==> src/rtl/exmem_stage_ctrl_if.sv <==
// EX/MEM controller bus: pipeline-register fields, data-memory handshake and control outputs.
// master = the stage controller, slave = pipeline/memory side.
interface exmem_stage_ctrl_if #(
  parameter int unsigned CNT_W = 16
);
  logic             valid_EXMem;
  logic             MemRW_EXMem;
  logic [1:0]       MemtoReg_EXMem;
  logic             Branch_EXMem;
  logic             BranchN_EXMem;
  logic             Jump_EXMem;
  logic             zero_EXMem;
  logic [31:0]      PC_imm_EXMem;
  logic             mem_ack;
  logic             mem_req;
  logic             mem_we;
  logic             en_EXMem;
  logic             en_upstream;
  logic             flush_IFID;
  logic             flush_IDEX;
  logic             pc_src;
  logic [31:0]      pc_target;
  logic             mem_err;
  logic [CNT_W-1:0] stall_cnt;
  logic [CNT_W-1:0] redirect_cnt;

  modport master (
    input  valid_EXMem, MemRW_EXMem, MemtoReg_EXMem, Branch_EXMem, BranchN_EXMem,
           Jump_EXMem, zero_EXMem, PC_imm_EXMem, mem_ack,
    output mem_req, mem_we, en_EXMem, en_upstream, flush_IFID, flush_IDEX,
           pc_src, pc_target, mem_err, stall_cnt, redirect_cnt
  );

  modport slave (
    output valid_EXMem, MemRW_EXMem, MemtoReg_EXMem, Branch_EXMem, BranchN_EXMem,
           Jump_EXMem, zero_EXMem, PC_imm_EXMem, mem_ack,
    input  mem_req, mem_we, en_EXMem, en_upstream, flush_IFID, flush_IDEX,
           pc_src, pc_target, mem_err, stall_cnt, redirect_cnt
  );
endinterface

==> src/rtl/exmem_stage_ctrl.sv <==
// EX/MEM stage controller: data-memory req/ack sequencing with stall and timeout watchdog,
// branch/jump redirect with flushes, and saturating stall/redirect counters.
module exmem_stage_ctrl #(
  parameter int unsigned TIMEOUT = 15,
  parameter int unsigned TO_W    = 4,
  parameter int unsigned CNT_W   = 16
) (
  input logic               clk_EXMem,
  input logic               rst_EXMem,
  exmem_stage_ctrl_if.master bus
);

  typedef enum logic {S_IDLE, S_WAIT} state_e;

  state_e           state_q, state_d;
  logic [TO_W-1:0]  wd_q, wd_d;
  logic             mem_err_q, mem_err_d;
  logic [CNT_W-1:0] stall_cnt_q, stall_cnt_d;
  logic [CNT_W-1:0] redirect_cnt_q, redirect_cnt_d;

  logic mem_op_c, taken_c, stall_c, req_c, redirect_c;

  assign mem_op_c = bus.valid_EXMem & (bus.MemRW_EXMem | (bus.MemtoReg_EXMem == 2'b01));
  assign taken_c  = bus.valid_EXMem & (bus.Jump_EXMem
                                     | (bus.Branch_EXMem & bus.zero_EXMem)
                                     | (bus.BranchN_EXMem & ~bus.zero_EXMem));

  // Next state; a timed-out access is dropped without stalling so the pipeline advances.
  always_comb begin
    state_d   = state_q;
    wd_d      = wd_q;
    mem_err_d = mem_err_q;
    req_c     = 1'b0;
    stall_c   = 1'b0;
    case (state_q)
      S_IDLE: begin
        req_c = mem_op_c;
        if (mem_op_c && !bus.mem_ack) begin
          stall_c = 1'b1;
          state_d = S_WAIT;
          wd_d    = '0;
        end
      end
      S_WAIT: begin
        req_c = 1'b1;
        if (bus.mem_ack) begin
          state_d = S_IDLE;
          wd_d    = '0;
        end else if (wd_q == TO_W'(TIMEOUT)) begin
          mem_err_d = 1'b1;
          state_d   = S_IDLE;
          wd_d      = '0;
        end else begin
          stall_c = 1'b1;
          wd_d    = wd_q + TO_W'(1);
        end
      end
      default: state_d = S_IDLE;
    endcase
  end

  // A stall outranks a redirect, so an illegal branch+memory encoding redirects on release.
  assign redirect_c = taken_c & ~stall_c;

  always_comb begin
    stall_cnt_d    = stall_cnt_q;
    redirect_cnt_d = redirect_cnt_q;
    if (stall_c && (stall_cnt_q != '1))
      stall_cnt_d = stall_cnt_q + CNT_W'(1);
    if (redirect_c && (redirect_cnt_q != '1))
      redirect_cnt_d = redirect_cnt_q + CNT_W'(1);
  end

  always_ff @(posedge clk_EXMem or posedge rst_EXMem) begin
    if (rst_EXMem) begin
      state_q        <= S_IDLE;
      wd_q           <= '0;
      mem_err_q      <= 1'b0;
      stall_cnt_q    <= '0;
      redirect_cnt_q <= '0;
    end else begin
      state_q        <= state_d;
      wd_q           <= wd_d;
      mem_err_q      <= mem_err_d;
      stall_cnt_q    <= stall_cnt_d;
      redirect_cnt_q <= redirect_cnt_d;
    end
  end

  assign bus.mem_req      = req_c;
  assign bus.mem_we       = bus.MemRW_EXMem & req_c;
  assign bus.en_EXMem     = ~stall_c;
  assign bus.en_upstream  = ~stall_c;
  assign bus.flush_IFID   = redirect_c;
  assign bus.flush_IDEX   = redirect_c;
  assign bus.pc_src       = redirect_c;
  assign bus.pc_target    = bus.PC_imm_EXMem;
  assign bus.mem_err      = mem_err_q;
  assign bus.stall_cnt    = stall_cnt_q;
  assign bus.redirect_cnt = redirect_cnt_q;

endmodule

==> src/flat_wrapper.sv <==
// flat-port wrapper written by rule: the top's interface ports become plain ports
module exmem_stage_ctrl_flat 
#(
  parameter int unsigned TIMEOUT = 15,
  parameter int unsigned TO_W    = 4,
  parameter int unsigned CNT_W   = 16
)
  (clk_EXMem, rst_EXMem, bus_valid_EXMem, bus_MemRW_EXMem, bus_MemtoReg_EXMem, bus_Branch_EXMem, bus_BranchN_EXMem, bus_Jump_EXMem, bus_zero_EXMem, bus_PC_imm_EXMem, bus_mem_ack, bus_mem_req, bus_mem_we, bus_en_EXMem, bus_en_upstream, bus_flush_IFID, bus_flush_IDEX, bus_pc_src, bus_pc_target, bus_mem_err, bus_stall_cnt, bus_redirect_cnt);
  exmem_stage_ctrl_if #(.CNT_W(CNT_W)) bus_i ();
  input logic clk_EXMem;
  input logic rst_EXMem;
  input wire logic [$bits(bus_i.valid_EXMem)-1:0] bus_valid_EXMem;
  input wire logic [$bits(bus_i.MemRW_EXMem)-1:0] bus_MemRW_EXMem;
  input wire logic [$bits(bus_i.MemtoReg_EXMem)-1:0] bus_MemtoReg_EXMem;
  input wire logic [$bits(bus_i.Branch_EXMem)-1:0] bus_Branch_EXMem;
  input wire logic [$bits(bus_i.BranchN_EXMem)-1:0] bus_BranchN_EXMem;
  input wire logic [$bits(bus_i.Jump_EXMem)-1:0] bus_Jump_EXMem;
  input wire logic [$bits(bus_i.zero_EXMem)-1:0] bus_zero_EXMem;
  input wire logic [$bits(bus_i.PC_imm_EXMem)-1:0] bus_PC_imm_EXMem;
  input wire logic [$bits(bus_i.mem_ack)-1:0] bus_mem_ack;
  output wire logic [$bits(bus_i.mem_req)-1:0] bus_mem_req;
  output wire logic [$bits(bus_i.mem_we)-1:0] bus_mem_we;
  output wire logic [$bits(bus_i.en_EXMem)-1:0] bus_en_EXMem;
  output wire logic [$bits(bus_i.en_upstream)-1:0] bus_en_upstream;
  output wire logic [$bits(bus_i.flush_IFID)-1:0] bus_flush_IFID;
  output wire logic [$bits(bus_i.flush_IDEX)-1:0] bus_flush_IDEX;
  output wire logic [$bits(bus_i.pc_src)-1:0] bus_pc_src;
  output wire logic [$bits(bus_i.pc_target)-1:0] bus_pc_target;
  output wire logic [$bits(bus_i.mem_err)-1:0] bus_mem_err;
  output wire logic [$bits(bus_i.stall_cnt)-1:0] bus_stall_cnt;
  output wire logic [$bits(bus_i.redirect_cnt)-1:0] bus_redirect_cnt;
  assign bus_i.valid_EXMem = bus_valid_EXMem;
  assign bus_i.MemRW_EXMem = bus_MemRW_EXMem;
  assign bus_i.MemtoReg_EXMem = bus_MemtoReg_EXMem;
  assign bus_i.Branch_EXMem = bus_Branch_EXMem;
  assign bus_i.BranchN_EXMem = bus_BranchN_EXMem;
  assign bus_i.Jump_EXMem = bus_Jump_EXMem;
  assign bus_i.zero_EXMem = bus_zero_EXMem;
  assign bus_i.PC_imm_EXMem = bus_PC_imm_EXMem;
  assign bus_i.mem_ack = bus_mem_ack;
  assign bus_mem_req = bus_i.mem_req;
  assign bus_mem_we = bus_i.mem_we;
  assign bus_en_EXMem = bus_i.en_EXMem;
  assign bus_en_upstream = bus_i.en_upstream;
  assign bus_flush_IFID = bus_i.flush_IFID;
  assign bus_flush_IDEX = bus_i.flush_IDEX;
  assign bus_pc_src = bus_i.pc_src;
  assign bus_pc_target = bus_i.pc_target;
  assign bus_mem_err = bus_i.mem_err;
  assign bus_stall_cnt = bus_i.stall_cnt;
  assign bus_redirect_cnt = bus_i.redirect_cnt;
  exmem_stage_ctrl #(.TIMEOUT(TIMEOUT), .TO_W(TO_W), .CNT_W(CNT_W)) u_core (.clk_EXMem(clk_EXMem), .rst_EXMem(rst_EXMem), .bus(bus_i));
endmodule
==> config.mk <==
export PLATFORM = sky130hd
export DESIGN_NAME = exmem_stage_ctrl_flat
export DESIGN_NICKNAME = d
export VERILOG_FILES = /design/src/rtl/exmem_stage_ctrl_if.sv /design/src/rtl/exmem_stage_ctrl.sv /design/src/flat_wrapper.sv
export SDC_FILE = /design/constraint.sdc
export NUM_CORES = 1
export LEC_CHECK = 0
export CAP_MARGIN = 20
export CORE_MARGIN = 3
export CORE_UTILIZATION = 43
export DETAILED_ROUTE_END_ITERATION = 10
export PLACE_DENSITY = 0.87
export SKIP_CTS_REPAIR_TIMING = 1
export SLEW_MARGIN = 40
export SYNTH_ARGS = -nofsm -noshare
export SYNTH_HDL_FRONTEND = slang
export SYNTH_SLANG_ARGS = --single-unit
==> constraint.sdc <==
create_clock -name clk_EXMem -period 3.42 [get_ports clk_EXMem]
set_clock_uncertainty 0.15 [all_clocks]
set_input_delay 0.684 -clock clk_EXMem [delete_from_list [all_inputs] [get_ports clk_EXMem]]
set_output_delay 0.684 -clock clk_EXMem [all_outputs]
set_load 0.01 [all_outputs]
==> key figures, run 1 <==
Clocking
  • CTS clk-pin slew, worst paths: 0.08 ns
  • Root Driver: clkbuf_8
  • CTS tree: yes
  • Clock Latency Late Sink: 0.29 ns
  • CTS Sinks: 38
  • TritonCTS buffer count: 5
  • Max Buffers Root-to-Sink: 2
  • Deepest level of the CTS H-tree: 2

Worst setup path
  • Flop2flop setup slack: 1.18 ns
  • Setup crit end kind: output port
  • Worst EP arrival: 2.37 ns
  • CP Launch Point: bus_MemtoReg_EXMem[1]
  • CP max stage cell: clkdlybuf4s50_1
  • FF-to-FF Start: u_core.bus.redirect_cnt[0]
  • CP max stage delay: 0.57 ns
  • Worst path required time: 2.59 ns
  • Critical path cell sequence: clkdlybuf4s50_1 -> inv_1 -> a211oi_1 -> o221ai_2 -> inv_1 -> clkdlybuf4s50_1
  • Crit path kind: in2out
  • Startpoint types: input port
  • Crit path max fanout: 4

Routing
  • Routed wire length: 4250 um
  • DR pass1 iterations: 4
  • Post-DRT Antenna Nets: 0
  • First DRT Iteration DRCs: 67
  • Vias: 1554
  • Wire length per cell: 14.2 um
  • Remaining DRCs: 0
  • Drt via density: 5.18

Synth
  • Mapped Area: 0.00216 sq mm
  • Post-Syn Area per Cell: 10.2 sq um
  • Async set-reset flop share out of synthesis: 1.00
  • Top-count cell post-synth: dfrtp_1
  • Top post-synthesis cells by area: dfrtp_1 (44%), buf_4 (13%), xor2_1 (6.9%)
  • Post-Synth Adder-Cell Area: 0.0174
  • Post-Synth XOR/XNOR Area: 0.122
  • Syn nets: 257
  • Post-synth top flop: dfrtp_1
  • Number of synthesized flops with an enable pin: 0
  • Commonest cells in the netlist: dfrtp_1 (38), buf_4 (36), nand2_1 (18), xor2_1 (17), nand3_1 (15)
  • Proportion of synthesized area in mux cells: 0.0104
  • Yosys reg bits: 38
  • Syn. warnings: 0
  • Synth Area in Compound Gates: 0.0590
  • Seq/Total Area, Yosys: 0.440
  • Synth top area share: 0.440
  • Synth cell types: 35
  • Largest family of logic cells by synthesized area: simple AND/OR/NAND/NOR gates
  • Simple-Gate Fraction of Synth Area: 0.209
  • Most area-hungry cell type in the Yosys netlist: dfrtp_1
  • Syn Inst Count: 211

GRT
  • Initial antenna violation count: 0
  • First-pass GRT wire length: 7400 um
  • Vias in the first global route: 1545
  • Largest net degree at the start of global routing: 39
  • GRT Residual Overflow: 0
  • GRT Util Overall: 0.151

Finish
  • Count of inserted antenna diode cells: 0
  • Final cell count without fillers: 300
  • Layout cells sized above 1: 0.0901
  • Final nets: 279
  • # fillers: 429
  • Layout area overhead: 18.5%
  • Core Util, Final: 0.535

Pwr
  • Sequential fraction of design power: 0.487
  • VDD IR max: 0.304 mV
  • Clock share of power: 0.224
  • Sw frac: 0.326
  • Switch Pwr: 426 uW
  • Power Total: 1.31 mW
  • Int Power: 883 uW
  • Comb pwr share: 0.289
  • PwrDens: 511 mW/mm^2
  • LEAKAGE: 1.09 nW

Placement
  • Port buffer count: 50
  • Placement Setup Slack: 0.212 ns
  • Placed cells: 293
  • Post-detail-place hpwl: 3100 um
  • Routability cong.: 0.784

Timing
  • Setup TNS: 0 ns
  • Setup violations, final: 0
  • Slew Viols, Final: 0
  • Post-layout min period: 3.21 ns
  • RSZ-0062 raised after global routing: no
  • Final number of hold-violating endpoints: 0
  • Worst slew pin tran: 0.724 ns
  • F_max: 312 MHz
  • Final period utilization: 0.937
  • Setup WS post-layout: 0.214 ns
  • Slew Limit Headroom: 0.513

Worst hold path
  • Min-delay src: u_core.bus.mem_err
  • Hold crit path type: reg2reg

Job
  • Max Cap Violations: 0

Floorplan
  • Initial Util: 0.452
  • Die Width: 76.9 um
  • Die area: 0.00592 sq mm
  • Die height: 76.9 um
  • # rows: 25
  • Core area: 0.00479 sq mm
  • Top-level I/O count: 115

Status
  • Status: complete, no violations
[metal layers]
metal	GRT usage	part of all wire
met1	0.191	0.44
met2	0.242	0.48
met5	0	0
met3	0.0563	0.074
met4	0.0417	0.0061
[final cells by class]
| class | count | area, sq um | area share |
|---|---|---|---|
| Clock inverter | 2 | 10.0 | 0.00391 |
| Sequential cell | 38 | 951 | 0.371 |
| Timing Repair Buffer | 53 | 523 | 0.204 |
| Inverter | 6 | 22.5 | 0.00879 |
| Clock buffer | 5 | 68.8 | 0.0269 |
| Tap cell | 67 | 83.8 | 0.0327 |
| Multi-Input combinational cell | 129 | 902 | 0.352 |
[logic make-up (layout without fill, tap and decap cells)]
group / after synthesis / in the layout
buffers and inverters: 44 / 66
adders and majority gates: 3 / 3
and+or+nand+nor: 78 / 78
muxes: 2 / 2
DFF: 38 / 38
xor gates and xnor gates: 30 / 30
AOI/OAI and AO/OA: 16 / 16
[cell usage in the layout (no fill, tap or decap), types with 2 or more instances in the layout]
| cell type | synthesis | layout |
|---|---|---|
| a21oi_1 | 2 | 2 |
| a22o_1 | 2 | 2 |
| and3_1 | 5 | 5 |
| and4_1 | 2 | 2 |
| buf_4 | 36 | 3 |
| clkbuf_8 | 0 | 5 |
| clkdlybuf4s50_1 | 0 | 50 |
| clkinv_2 | 0 | 2 |
| dfrtp_1 | 38 | 38 |
| ha_1 | 3 | 3 |
| inv_1 | 6 | 6 |
| mux2_2 | 2 | 2 |
| nand2_1 | 18 | 18 |
| nand3_1 | 15 | 15 |
| nand4_1 | 11 | 11 |
| nor2_1 | 8 | 8 |
| nor2b_1 | 2 | 2 |
| nor3_1 | 4 | 4 |
| nor4_1 | 3 | 3 |
| nor4_2 | 4 | 4 |
| nor4b_1 | 2 | 2 |
| o21ai_0 | 4 | 4 |
| xnor2_1 | 13 | 13 |
| xor2_1 | 17 | 17 |
[state kept, by name, summed over array words and instances, names as in the netlist]
signal	cells
u_core.wd_q	4
u_core.bus.stall_cnt	16
u_core.state_q	1
u_core.bus.mem_err	1
u_core.bus.redirect_cnt	16
[final timing paths]
| kind | endpoint | cells past startpoint |
|---|---|---|
| max reg2reg | u_core.bus.redirect_cnt[13] | 6 |
| max in group asynchronous | u_core.bus.redirect_cnt[4] | 3 |
| max | bus_pc_src | 6 |
| min | u_core.bus.mem_err | 1 |
| min in group asynchronous | u_core.wd_q[3] | 3 |
| min reg2reg | u_core.bus.mem_err | 1 |
[critical path: cells and delay by family]
kind / cells / cell delay, ns
buffers and inverters: 4 / 1.23
AOI/OAI and AO/OA: 2 / 0.46
[through the flow]
stage	hold slack, ns	instance area [sq um]
3_3_place_gp	0.320	2480
5_1_grt	0.356	2560
6_report	0.336	2560
3_5_place_dp	0.317	2480
4_1_cts	0.339	2560
2_1_floorplan	0.335	2160
[power groups by stage]
stage / logic (mW) / registers, mW / clock network (mW)
2_1_floorplan: 0.192 / 0.659 / 0
3_3_place_gp: 0.372 / 0.641 / 0
3_5_place_dp: 0.381 / 0.645 / 0
4_1_cts: 0.384 / 0.638 / 0.301
5_1_grt: 0.417 / 0.653 / 0.322
6_report: 0.378 / 0.638 / 0.294
Power figures use the tool's default switching activity.
==> run 2: changes to the inputs <==
ABC_AREA = 1   (was unset)
CORE_UTILIZATION = 46   (was 43)
CTS_CLUSTER_SIZE = 28   (was unset)
PLACE_DENSITY = 0.86   (was 0.87)
==> run 2 against run 1 <==
Count of clock-buffer cells in the layout increased by 2. First-iteration DRC count increased by 28%. Critical path depth increased by 4. Routed wire length increased by 26%. Critical path type unchanged. Non-clock buffer count unchanged. Register-to-register slack improved by 0.12 ns. Worst hold slack got worse by 0.022 ns. Flip-flop and latch count unchanged. Via count increased by 46%. Clock power increased by 8.2%.
==> key figures, run 2 <==
Status
  • Status: complete, no violations

Finish
  • Most frequent cells in the layout: nand2_1 (147), clkdlybuf4s50_1 (50), dfrtp_1 (38)
  • Layout area overhead: 15.5%
  • Layout cells sized above 1: 0.0842
  • Final cell count without fillers: 450
  • Final nets: 425
  • Count of inserted antenna diode cells: 0
  • # fillers: 496
  • Core Util, Final: 0.571
  • Commonest non-fill, non-tap cell in the layout: nand2_1

Timing
  • Slew Viols, Final: 0
  • Setup TNS: 0 ns
  • Setup violations, final: 0
  • Setup WS post-layout: 0.326 ns
  • Final period utilization: 0.905
  • Final number of hold-violating endpoints: 0
  • RSZ-0062 raised after global routing: no
  • Post-layout min period: 3.09 ns
  • Worst slew pin tran: 0.594 ns
  • Slew Limit Headroom: 0.604
  • F_max: 323 MHz

Clocking
  • CTS Sinks: 38
  • Clock Latency Late Sink: 0.29 ns
  • CTS clk-pin slew, worst paths: 0.07 ns
  • TritonCTS buffer count: 5
  • Root Driver: clkbuf_8
  • Deepest level of the CTS H-tree: 2
  • CTS tree: yes
  • Max Buffers Root-to-Sink: 2

Worst setup path
  • Worst EP arrival: 2.26 ns
  • Crit path max fanout: 4
  • Crit path kind: in2out
  • Setup crit end kind: output port
  • Worst path required time: 2.59 ns
  • CP Launch Point: bus_MemtoReg_EXMem[1]
  • FF-to-FF Start: u_core.wd_q[0]
  • Startpoint types: input port

Worst hold path
  • Min-delay src: u_core.bus.mem_err
  • Hold crit path type: reg2reg

Floorplan
  • # rows: 26
  • Top-level I/O count: 115
  • Die height: 81.7 um
  • Die Width: 81.7 um
  • Initial Util: 0.494
  • Core area: 0.00534 sq mm
  • Die area: 0.00668 sq mm

Routing
  • Wire length per cell: 11.9 um
  • Drt via density: 5.04
  • Vias: 2266
  • DR top layer: met4
  • DR pass1 iterations: 4
  • Remaining DRCs: 0
  • WL met3: 320 um
  • Met2 WL: 2610 um
  • Post-DRT Antenna Nets: 0
  • Metal-1 WL: 2330 um
  • First DRT Iteration DRCs: 86
  • Routed wire length: 5340 um

GRT
  • GRT Util Overall: 0.176
  • Initial antenna violation count: 0
  • Vias in the first global route: 2195
  • GRT Residual Overflow: 0
  • Largest net degree at the start of global routing: 39
  • First-pass GRT wire length: 9300 um

Pwr
  • Comb pwr share: 0.270
  • Int Power: 832 uW
  • PwrDens: 402 mW/mm^2
  • Sw frac: 0.321
  • Switch Pwr: 393 uW
  • Sequential fraction of design power: 0.471
  • LEAKAGE: 1.46 nW
  • Power Total: 1.23 mW
  • VDD IR max: 0.328 mV
  • Clock share of power: 0.260

Synth
  • Top-count cell post-synth: nand2_1
  • Commonest cells in the netlist: nand2_1 (147), dfrtp_1 (38), buf_4 (37), inv_1 (23), nor2_1 (20)
  • Number of synthesized flops with an enable pin: 0
  • Syn Inst Count: 358
  • Syn nets: 404
  • Post-synth top flop: dfrtp_1
  • Seq/Total Area, Yosys: 0.361
  • Yosys reg bits: 38
  • Syn. warnings: 0
  • Mapped Area: 0.00264 sq mm
  • Top post-synthesis cells by area: dfrtp_1 (36%), nand2_1 (21%), buf_4 (11%)
  • Async set-reset flop share out of synthesis: 1.00
  • Most area-hungry cell type in the Yosys netlist: dfrtp_1
  • Synth cell types: 32
  • Post-Syn Area per Cell: 7.36 sq um
  • Synth top area share: 0.361

Placement
  • Placement Setup Slack: 0.321 ns
  • Placed cells: 442
  • Post-detail-place hpwl: 3970 um
  • Port buffer count: 50
  • Routability cong.: 0.841

Job
  • Max Cap Violations: 0
==> run 2: cell count changes in the layout (fill, tap and decap cells not counted), moves of 3 or more <==
cell	previous run	this run
nand3b_1	1	4
nor4_2	4	0
xor2_1	17	9
nor4_1	3	0
nand2_1	18	147
nor2_2	0	6
nor2_1	8	20
and3_1	5	0
xnor2_1	13	10
inv_1	6	23
==> run 2: logic make-up (layout without fill, tap and decap cells) <==
family,Yosys count,count (layout),synth area share
buf+inv,64,86,0.147
fa+ha+maj,3,3,0.0142
flops,38,38,0.361
compound gates,13,13,0.0294
simple gates,221,221,0.385
xor+xnor,19,19,0.0631
==> run 2: per-stage QoR <==
| step | cell area (sq um) | hold WS, ns |
|---|---|---|
| 2_1_floorplan | 2640 | 0.318 |
| 3_3_place_gp | 2950 | 0.294 |
| 3_5_place_dp | 2950 | 0.304 |
| 4_1_cts | 3040 | 0.319 |
| 5_1_grt | 3040 | 0.331 |
| 6_report | 3040 | 0.314 |
==> run 2: critical path: stages <==
cell and delay, ns:
clkdlybuf4s50_1 0.46, inv_1 0.04, nand2_1 0.04, nand2_1 0.06, nand2_1 0.07, nand2_1 0.11, nand2_4 0.11, nand2_2 0.06
inv_1 0.08, clkdlybuf4s50_1 0.54
==> run 2: path summary, 6_finish.rpt <==
check	endpoint	slack, ns	cells past startpoint
setup / recovery	bus_flush_IFID	0.33	10
hold / removal	u_core.bus.mem_err	0.31	1
setup reg to reg	u_core.bus.stall_cnt[10]	1.30	9
hold reg to reg	u_core.bus.mem_err	0.31	1
max in group asynchronous	u_core.bus.stall_cnt[14]	2.13	3
min in group asynchronous	u_core.bus.redirect_cnt[5]	0.66	3
==> run 2: power groups by stage <==
stage | clock, mW | sequential, mW | combinational, mW
CTS | 0.325 | 0.576 | 0.335
finish | 0.318 | 0.577 | 0.330
global placement | 0 | 0.581 | 0.324
global route | 0.352 | 0.587 | 0.368
floorplan | 0 | 0.592 | 0.207
detailed placement | 0 | 0.583 | 0.334
==> run 2: routing by layer <==
layer | vias to the layer above | track usage
met5 | - | 0
met4 | 0 | 0.0581
met3 | 14 | 0.0450
met2 | 63 | 0.313
met1 | 1060 | 0.206
li1 | 1129 | -
==> run 2: layout make-up <==
class	count	area (sq um)	area share
Multi-Input combinational cell	256	1300	0.426
Timing Repair Buffer	53	523	0.172
Tap cell	70	87.6	0.0288
Inverter	25	93.8	0.0308
Sequential cell	38	951	0.312
Clock inverter	1	5.00	0.00164
Clock buffer	7	86.3	0.0284
==> run 3: changes to the inputs <==
CORE_UTILIZATION = 39   (was 46)
HOLD_SLACK_MARGIN = 0.03   (was unset)
PLACE_DENSITY = 0.78   (was 0.86)
TNS_END_PERCENT = 1   (was unset)
clock period = 2.8 ns   (was 3.42 ns; I/O delays follow)
==> run 3 against run 2 <==
Critical path type unchanged. Register-to-register slack worse by 0.47 ns. Setup slack worse by 0.26 ns. Via count up 2.1%. Count of clock-buffer cells in the layout down 2. Largest cell class unchanged.
==> key figures, run 3 (synthesis gave the netlist of run 2 again) <==
Timing
  • Slew Limit Headroom: 0.676
  • Min Hold Slack: 0.314 ns
  • Post-layout min period: 2.74 ns
  • Slew Viols, Final: 0
  • Final number of hold-violating endpoints: 0
  • F_max: 366 MHz
  • Setup violations, final: 0
  • Setup WS post-layout: 0.0648 ns
  • Setup TNS: 0 ns
  • RSZ-0062 raised after global routing: no
  • Final period utilization: 0.977
  • Worst slew pin tran: 0.486 ns

Worst setup path
  • Top cell family by delay on the critical path: buffers and inverters
  • Critical path cell sequence: clkdlybuf4s50_1 -> inv_1 -> nand2_1 -> nand2_1 -> nand2_2 -> buf_4 -> clkdlybuf4s50_1
  • Setup crit end kind: output port
  • Crit path kind: in2out
  • CP max stage cell: clkdlybuf4s50_1
  • Worst path required time: 2.09 ns
  • Crit path max fanout: 2
  • Worst EP arrival: 2.03 ns
  • Startpoint types: input port
  • CP Buf/Inv Count: 4
  • CP max stage delay: 0.53 ns

Worst hold path
  • Hold crit path type: reg2reg

Routing
  • Vias: 2313
  • Wire length per cell: 12.7 um
  • First DRT Iteration DRCs: 70
  • DR pass1 iterations: 4
  • Remaining DRCs: 0
  • Post-DRT Antenna Nets: 0
  • Routed wire length: 5890 um
  • Drt via density: 4.98

Floorplan
  • Die area: 0.00778 sq mm
  • Die Width: 88.2 um
  • Initial Util: 0.408
  • Top-level I/O count: 115
  • Core area: 0.00646 sq mm
  • # rows: 29
  • Die height: 88.2 um

GRT
  • Initial antenna violation count: 0
  • First-pass GRT wire length: 9870 um
  • GRT Util Overall: 0.160
  • Vias in the first global route: 2257
  • GRT Residual Overflow: 0
  • Largest net degree at the start of global routing: 39

Job
  • Max Cap Violations: 0

Pwr
  • VDD IR max: 0.294 mV
  • PwrDens: 507 mW/mm^2
  • Power Total: 1.59 mW
  • LEAKAGE: 1.56 nW

Placement
  • Placement Setup Slack: -0.0889 ns
  • Routability cong.: 0.827
  • Port buffer count: 50
  • Placed cells: 456
  • Post-detail-place hpwl: 4330 um

Finish
  • # fillers: 643
  • Count of inserted antenna diode cells: 0
  • Most frequent cells in the layout: nand2_1 (146), clkdlybuf4s50_1 (44), dfrtp_1 (38)
  • Layout area overhead: 18.9%
  • Layout cells sized above 1: 0.109
  • Commonest non-fill, non-tap cell in the layout: nand2_1
  • Final nets: 432
  • Final cell count without fillers: 464

Clocking
  • TritonCTS buffer count: 5
  • Max Buffers Root-to-Sink: 2
  • Deepest level of the CTS H-tree: 2
  • CTS Sinks: 38
  • Root Driver: clkbuf_8
  • CTS clk-pin slew, worst paths: 0.07 ns
  • CTS tree: yes
  • Clock Latency Late Sink: 0.29 ns

Status
  • Status: complete, no violations
-- run 3: final cells by class --
class	count	area [sq um]	share of cell area
Multi-Input combinational cell	256	1300	0.415
Inverter	25	93.8	0.0299
Tap cell	77	96.3	0.0307
Timing Repair Buffer	60	586	0.187
Clock buffer	5	68.8	0.0219
Clock inverter	3	40.0	0.0128
Sequential cell	38	951	0.303
-- run 3: power breakdown --
group | switching [mW] | total [mW] | internal, mW | leakage, nW
combinational | 0.203 | 0.416 | 0.213 | 0.989
sequential | 0.0940 | 0.705 | 0.611 | 0.518
clock | 0.206 | 0.468 | 0.262 | 0.0579
total | 0.502 | 1.59 | 1.09 | 1.56
-- run 3: final timing paths --
kind / from / endpoint / slack (ns) / depth (start not counted)
max: bus_MemRW_EXMem / bus_mem_req / 0.06 / 7
min: u_core.bus.mem_err / u_core.bus.mem_err / 0.31 / 1
max reg2reg: u_core.wd_q[0] / u_core.bus.redirect_cnt[11] / 0.83 / 10
min reg2reg: u_core.bus.mem_err / u_core.bus.mem_err / 0.31 / 1
max in group asynchronous: rst_EXMem / u_core.state_q / 1.63 / 3
min in group asynchronous: rst_EXMem / u_core.wd_q[0] / 0.54 / 3
-- run 3: through the flow --
stage | utilization | area, sq um
after floorplan | - | 2640
after global placement | 0.467 | 3010
after detailed placement | 0.467 | 3010
after CTS | 0.484 | 3120
after global routing | 0.485 | 3140
final | 0.485 | 3140
-- run 3: per-layer routing --
layer  vias up  track usage  part of all wire
met5         -            0                 0
met4         0       0.0522             0.015
met3        11       0.0428             0.056
met2        67        0.286              0.50
met1      1086        0.185              0.43
li1       1149            -                 -
